==> src/rtl/alu_pkg.sv <==
`default_nettype none
//==============================================================================
// Package : alu_pkg
// Brief   : Opcodes, command record and opcode legality check shared by the
//           ALU command engine and its datapath.
// Rev     : 1.0 - initial release
//==============================================================================
package alu_pkg;

    localparam logic [2:0] OP_AND = 3'b000;
    localparam logic [2:0] OP_OR  = 3'b001;
    localparam logic [2:0] OP_ADD = 3'b010;
    localparam logic [2:0] OP_SUB = 3'b110;
    localparam logic [2:0] OP_SLT = 3'b111;

    typedef struct packed {
        logic [2:0] op;
        logic [3:0] a;
        logic [3:0] b;
    } alu_cmd_t;

    function automatic logic is_legal_op(input logic [2:0] op);
        return (op == OP_AND) || (op == OP_OR) || (op == OP_ADD) ||
               (op == OP_SUB) || (op == OP_SLT);
    endfunction

endpackage
`default_nettype wire

==> src/rtl/alu_4bit.sv <==
`default_nettype none
//==============================================================================
// Module : alu_4bit
// Brief  : Combinational 4-bit ALU: AND, OR, ADD, SUB, SLT with signed overflow.
// Rev    : 1.0 - initial release
//==============================================================================
module alu_4bit (
    input  logic [3:0] A,
    input  logic [3:0] B,
    input  logic [2:0] Operation,
    output logic [3:0] Result,
    output logic       Zero,
    output logic       Overflow
);

    logic [3:0] w_b_eff;
    logic [3:0] w_sum;
    logic       w_ovf;

    // Operation[2] selects subtract: invert B and inject the carry-in.
    assign w_b_eff = Operation[2] ? ~B : B;
    assign w_sum   = 4'(A + w_b_eff + {3'b000, Operation[2]});
    assign w_ovf   = (A[3] == w_b_eff[3]) && (w_sum[3] != A[3]);

    always_comb begin
        Result   = 4'b0000;
        Overflow = 1'b0;
        case (Operation)
            3'b000: Result = A & B;
            3'b001: Result = A | B;
            3'b010: begin
                Result   = w_sum;
                Overflow = w_ovf;
            end
            3'b110: begin
                Result   = w_sum;
                Overflow = w_ovf;
            end
            3'b111: begin
                Result   = {3'b000, w_sum[3] ^ w_ovf};
                Overflow = w_ovf;
            end
            default: begin
                Result   = 4'b0000;
                Overflow = 1'b0;
            end
        endcase
    end

    assign Zero = (Result == 4'b0000);

endmodule
`default_nettype wire

==> src/rtl/alu_cmd_engine.sv <==
`default_nettype none
//==============================================================================
// Module : alu_cmd_engine
// Brief  : Valid/ready command FIFO in front of alu_4bit with a registered,
//          back-pressurable response slot and a saturating overflow counter.
// Rev    : 1.0 - initial release
//==============================================================================
module alu_cmd_engine #(
    parameter int DEPTH = 4,
    parameter int CNT_W = 8
) (
    input  logic             clk,
    input  logic             rst_n,
    input  logic             clr,
    input  logic             cmd_valid,
    output logic             cmd_ready,
    input  logic [2:0]       cmd_op,
    input  logic [3:0]       cmd_a,
    input  logic [3:0]       cmd_b,
    output logic             rsp_valid,
    input  logic             rsp_ready,
    output logic [3:0]       rsp_result,
    output logic             rsp_zero,
    output logic             rsp_overflow,
    output logic             rsp_illegal,
    output logic [CNT_W-1:0] ovf_count,
    output logic             busy
);

    import alu_pkg::*;

    localparam int                 c_ptr_w   = $clog2(DEPTH);
    localparam logic [c_ptr_w:0]   c_depth   = (c_ptr_w + 1)'(DEPTH);
    localparam logic [c_ptr_w:0]   c_cnt_one = (c_ptr_w + 1)'(1);
    localparam logic [c_ptr_w-1:0] c_ptr_one = c_ptr_w'(1);
    localparam logic [CNT_W-1:0]   c_ovf_one = CNT_W'(1);

    alu_cmd_t           r_mem [DEPTH];
    logic [c_ptr_w-1:0] r_wr_ptr;
    logic [c_ptr_w-1:0] r_rd_ptr;
    logic [c_ptr_w:0]   r_count;

    logic               r_rsp_valid;
    logic [3:0]         r_rsp_result;
    logic               r_rsp_zero;
    logic               r_rsp_overflow;
    logic               r_rsp_illegal;
    logic [CNT_W-1:0]   r_ovf_count;

    alu_cmd_t           w_cmd_in;
    alu_cmd_t           w_head;
    logic               w_push;
    logic               w_load;
    logic               w_head_legal;
    logic [3:0]         w_alu_result;
    logic               w_alu_zero;
    logic               w_alu_ovf;
    logic [3:0]         w_ld_result;
    logic               w_ld_zero;
    logic               w_ld_ovf;

    assign w_cmd_in  = '{op: cmd_op, a: cmd_a, b: cmd_b};
    assign w_head    = r_mem[r_rd_ptr];
    assign cmd_ready = (r_count < c_depth);
    assign w_push    = cmd_valid && cmd_ready;
    assign w_load    = (r_count != '0) && (!r_rsp_valid || rsp_ready);

    alu_4bit u_alu (
        .A         (w_head.a),
        .B         (w_head.b),
        .Operation (w_head.op),
        .Result    (w_alu_result),
        .Zero      (w_alu_zero),
        .Overflow  (w_alu_ovf)
    );

    // Illegal opcodes still flow through in order but report a clean zero result.
    assign w_head_legal = is_legal_op(w_head.op);
    assign w_ld_result  = w_head_legal ? w_alu_result : 4'b0000;
    assign w_ld_zero    = w_head_legal ? w_alu_zero   : 1'b1;
    assign w_ld_ovf     = w_head_legal && w_alu_ovf;

    always_ff @(posedge clk) begin
        if (w_push && !clr) begin
            r_mem[r_wr_ptr] <= w_cmd_in;
        end
    end

    always_ff @(posedge clk or negedge rst_n) begin
        if (!rst_n) begin
            r_wr_ptr       <= '0;
            r_rd_ptr       <= '0;
            r_count        <= '0;
            r_rsp_valid    <= 1'b0;
            r_rsp_result   <= 4'b0000;
            r_rsp_zero     <= 1'b0;
            r_rsp_overflow <= 1'b0;
            r_rsp_illegal  <= 1'b0;
            r_ovf_count    <= '0;
        end else if (clr) begin
            r_wr_ptr    <= '0;
            r_rd_ptr    <= '0;
            r_count     <= '0;
            r_rsp_valid <= 1'b0;
            r_ovf_count <= '0;
        end else begin
            if (w_push) begin
                r_wr_ptr <= r_wr_ptr + c_ptr_one;
            end
            if (w_load) begin
                r_rd_ptr <= r_rd_ptr + c_ptr_one;
            end
            if (w_push && !w_load) begin
                r_count <= r_count + c_cnt_one;
            end else if (!w_push && w_load) begin
                r_count <= r_count - c_cnt_one;
            end

            if (w_load) begin
                r_rsp_valid    <= 1'b1;
                r_rsp_result   <= w_ld_result;
                r_rsp_zero     <= w_ld_zero;
                r_rsp_overflow <= w_ld_ovf;
                r_rsp_illegal  <= !w_head_legal;
                if (w_ld_ovf && (r_ovf_count != '1)) begin
                    r_ovf_count <= r_ovf_count + c_ovf_one;
                end
            end else if (rsp_ready) begin
                r_rsp_valid <= 1'b0;
            end
        end
    end

    assign rsp_valid    = r_rsp_valid;
    assign rsp_result   = r_rsp_result;
    assign rsp_zero     = r_rsp_zero;
    assign rsp_overflow = r_rsp_overflow;
    assign rsp_illegal  = r_rsp_illegal;
    assign ovf_count    = r_ovf_count;
    assign busy         = (r_count != '0) || r_rsp_valid;

endmodule
`default_nettype wire

==> config.mk <==
export PLATFORM = sky130hd
export DESIGN_NAME = alu_cmd_engine
export DESIGN_NICKNAME = d
export VERILOG_FILES = /design/src/rtl/alu_pkg.sv /design/src/rtl/alu_4bit.sv /design/src/rtl/alu_cmd_engine.sv
export SDC_FILE = /design/constraint.sdc
export NUM_CORES = 1
export LEC_CHECK = 0
export CAP_MARGIN = 20
export CORE_MARGIN = 10
export CORE_UTILIZATION = 35
export DETAILED_ROUTE_END_ITERATION = 6
export SETUP_SLACK_MARGIN = 0.1
export SLEW_MARGIN = 10
export SYNTH_ARGS = -nofsm -noshare
export SYNTH_HDL_FRONTEND = slang
export SYNTH_HIERARCHICAL = 1
export SYNTH_SLANG_ARGS = --single-unit
==> constraint.sdc <==
create_clock -name clk -period 5 [get_ports clk]
set_input_delay 0.5 -clock clk [delete_from_list [all_inputs] [get_ports clk]]
set_output_delay 0.5 -clock clk [all_outputs]
set_load 0.1 [all_outputs]
==> results.py <==
metrics = {
    "critical_path": {
        "criticalPathCategory": "reg2reg",
        "arrival_ns": 4.08,
        "critPathSlowestCell": "dfrtp_1",
        "slowest_delay_ns": 0.60,
        "critPathLaunchType": "flip-flop",
        "cp.required_ns": 5.25,
        "path_cells": "buf_4 -> mux4_2 -> xor2_1 -> ha_1 -> nand2_1 -> o21ai_4 -> nor3b_1 -> o211ai_1 -> nand2_1 -> nor3b_1 -> nand4b_4 -> or3_1 -> a21oi_1",
        "crit_fanout": 14,
        "critPathTopFamily": "simple AND/OR/NAND/NOR gates",
        "critPathCaptureType": "flip-flop",
        "critPathBufInv": 1,
    },
    "drt": {
        "wl_per_cell_um": 14.9,
        "firstDrtPassIters": 4,
        "route.detailed.drc": 0,
        "vias": 1829,
        "totalWireLength_mm": 5.60,
        "vias_per_cell": 4.88,
        "drt_iter0_drc": 83,
        "drtAntennaViolNets": 0,
    },
    "global_route": {
        "grt_max_degree": 24,
        "antenna_found_initial": 0,
        "grt_pass1_vias": 1862,
        "gr-total-overflow": 0,
        "grt_usage_pct": 8.99,
        "grt_first_pass_wirelength_mm": 9.29,
    },
    "placement": {
        "gp_congestion": 0.752,
        "dp_cells": 358,
        "postPlaceCellArea_um2": 3560,
        "place_hpwl_mm": 4.03,
        "portBuffers": 33,
    },
    "finish": {
        "final_common_cell": "edfxtp_1",
        "postLayoutCellArea_um2": 3770,
        "num-fill-cells": 803,
        "layout-drive-gt1-share_pct": 14.2,
        "synthToLayoutAreaGrowth_pct": 20.5,
        "layout.cells.most_common_list": "edfxtp_1, clkdlybuf4s50_1, dfrtp_1, nor2_1, nand2_1",
        "num_antenna_cells": 0,
        "num-nets-final": 287,
        "layout.cells.non_filler": 375,
    },
    "synth": {
        "yosys.area.top_type_share_pct": 42.2,
        "async_flop_share_pct": 34.3,
        "synth_edf_count": 44,
        "synth_nets": 248,
        "yosys-top-cells-area": "edfxtp_1, dfrtp_1, mux4_2",
        "yosysTopAreaCell": "edfxtp_1",
        "syn_area_um2": 3130,
        "ys_seq_elements": 67,
        "synth_ff_type": "edfxtp_1",
        "syn_inst": 223,
        "synth_area_per_cell_um2": 14.0,
        "synth_warnings": 6,
        "seq_area_frac_synth_pct": 60.6,
        "yosysUniqueCellTypes": 45,
    },
    "power_and_ir_drop": {
        "combPwrFrac_pct": 47.8,
        "clockPowerShare_pct": 19.6,
        "p_int_w": 0.00129,
        "p_sw_share_pct": 42.2,
        "p_sw_w": 0.000940,
        "power_density_nw_per_um2": 591,
        "power_leakage_nw": 1.37,
        "pwr-share-seq_pct": 32.6,
        "vdd_ir_drop_max_mv": 0.228,
    },
    "clock_network": {
        "ctsResizeCount": 0,
        "clk_latency_ns": 0.34,
        "clk_pin_slew_ns": 0.07,
        "postCtsHoldBufs": 0,
        "cts_tree": "built",
        "clockBufferDepth": 2,
        "cts_buffers": 9,
        "htree_num_levels": 3,
        "cts_setup_buffers": 0,
        "cts.sinks": 67,
        "root_buffer": "clkbuf_8",
    },
    "sta": {
        "whs_ns": 0.490,
        "rsz0062_at_grt": "false",
        "fin_tns_setup_ns": 0,
        "timing.fmax_mhz": 261,
        "finalCriticalPeriod_ns": 3.84,
        "fin_crit_sh_pct": 76.7,
        "clock_skew_ns": 0.00655,
        "final-hold-violation-count": 0,
        "slew_viol_final": 0,
        "tightest_slew_ns": 0.981,
        "slew_headroom_pct": 34.4,
        "finalSetupViolCount": 0,
    },
    "flow_run": {
        "drv_cap": 0,
    },
    "floorplanning": {
        "ioPinCount": 34,
        "dieArea_um2": 13100,
        "die_w_um": 115,
        "die_h_um": 115,
        "coreArea_um2": 8720,
        "initial_core_util_pct": 35.9,
        "row_count": 34,
    },
    "min_path": {
        "hold_path.class": "reg2reg",
    },
    "outcome": {
        "status": "completed",
    },
}
[sequential cells by signal (all words and copies together) (netlist names)]
register and count:
r_wr_ptr 2, rsp_result 4, rsp_illegal 1, r_rd_ptr 2
r_mem 44, rsp_overflow 1, rsp_valid 1, r_count 3
rsp_zero 1, ovf_count 8
[worst register-to-register path, delay by kind of cell, from the launching register on]
family	cells	cell delay, ns
simple gates	6	1.39
xor+xnor	1	0.16
buf+inv	1	0.26
mux	1	0.54
fa+ha+maj	1	0.34
compound gates	3	0.46
flops	1	0.60
[kinds of logic after synthesis]
kind of cell / synth area share, %
AND/OR/NAND/NOR: 12.1
flip-flops: 60.6
AO/OA/AOI/OAI: 6.79
buffers and inverters: 2.44
multiplexers: 9.19
adder cells (fa/ha/maj): 5.36
XOR/XNOR: 3.52
[per-stage QoR]
| stage | setup slack (ns) | power (W) | util [%] |
|---|---|---|---|
| after detailed placement | 1.21 | 0.00181 | 40.9 |
| after global placement | 1.22 | 0.00180 | 40.9 |
| final | 1.16 | 0.00223 | 43.2 |
| after floorplan | 1.26 | 0.00159 | - |
| after global routing | 0.809 | 0.00238 | 43.2 |
| after CTS | 1.12 | 0.00226 | 43.1 |
[layer usage]
layer	share of wire (%)	GRT usage (%)	up-vias	wire length, um
met5	0	0	-	0
met4	0.96	4.93	0	54
met3	5.7	3.04	2	321
met2	47	13.8	39	2640
met1	46	10.8	887	2580
li1	-	-	901	-
[area by class of cell]
cell class / count / area [um^2] / share of cell area (%)
sequential: 67 / 1900 / 50.3
multi-input combinational: 139 / 1160 / 30.7
timing repair buffer: 35 / 353 / 9.36
tap: 108 / 135 / 3.58
clock buffer: 9 / 124 / 3.28
clock inverter: 7 / 67.6 / 1.79
inverter: 10 / 37.5 / 0.995
[power by group through the flow]
stage / combinational (W) / sequential [W] / clock [W]
6_report: 0.00107 / 0.000727 / 0.000437
5_1_grt: 0.00116 / 0.000741 / 0.000478
3_3_place_gp: 0.00106 / 0.000738 / 0
4_1_cts: 0.00108 / 0.000730 / 0.000450
3_5_place_dp: 0.00107 / 0.000741 / 0
2_1_floorplan: 0.000657 / 0.000937 / 0
[synth_stat cells, drive strengths merged (3+ instances only)]
master,instances
ha,7
a21oi,9
buf,4
xnor2,5
o21ai,11
inv,10
or3,6
mux2i,4
and2,5
clkbuf,3
nand2,13
nand2b,3
or2b,3
nand3,7
xor2,5
mux4,11
edfxtp,44
dfrtp,23
a22o,4
maj3,4
nor2,19
[worst paths after layout]
check / slack (ns) / endpoint / startpoint / cells after the start
hold / removal: 0.49 / rsp_overflow / rsp_overflow / 2
max in group asynchronous: 4.02 / r_count[0] / rst_n / 2
min in group asynchronous: 0.51 / ovf_count[2] / rst_n / 1
setup / recovery: 1.16 / ovf_count[7] / r_rd_ptr[0] / 13
setup reg to reg: 1.16 / ovf_count[7] / r_rd_ptr[0] / 13
hold reg to reg: 0.49 / rsp_overflow / rsp_overflow / 2
Power figures use the tool's default switching activity.
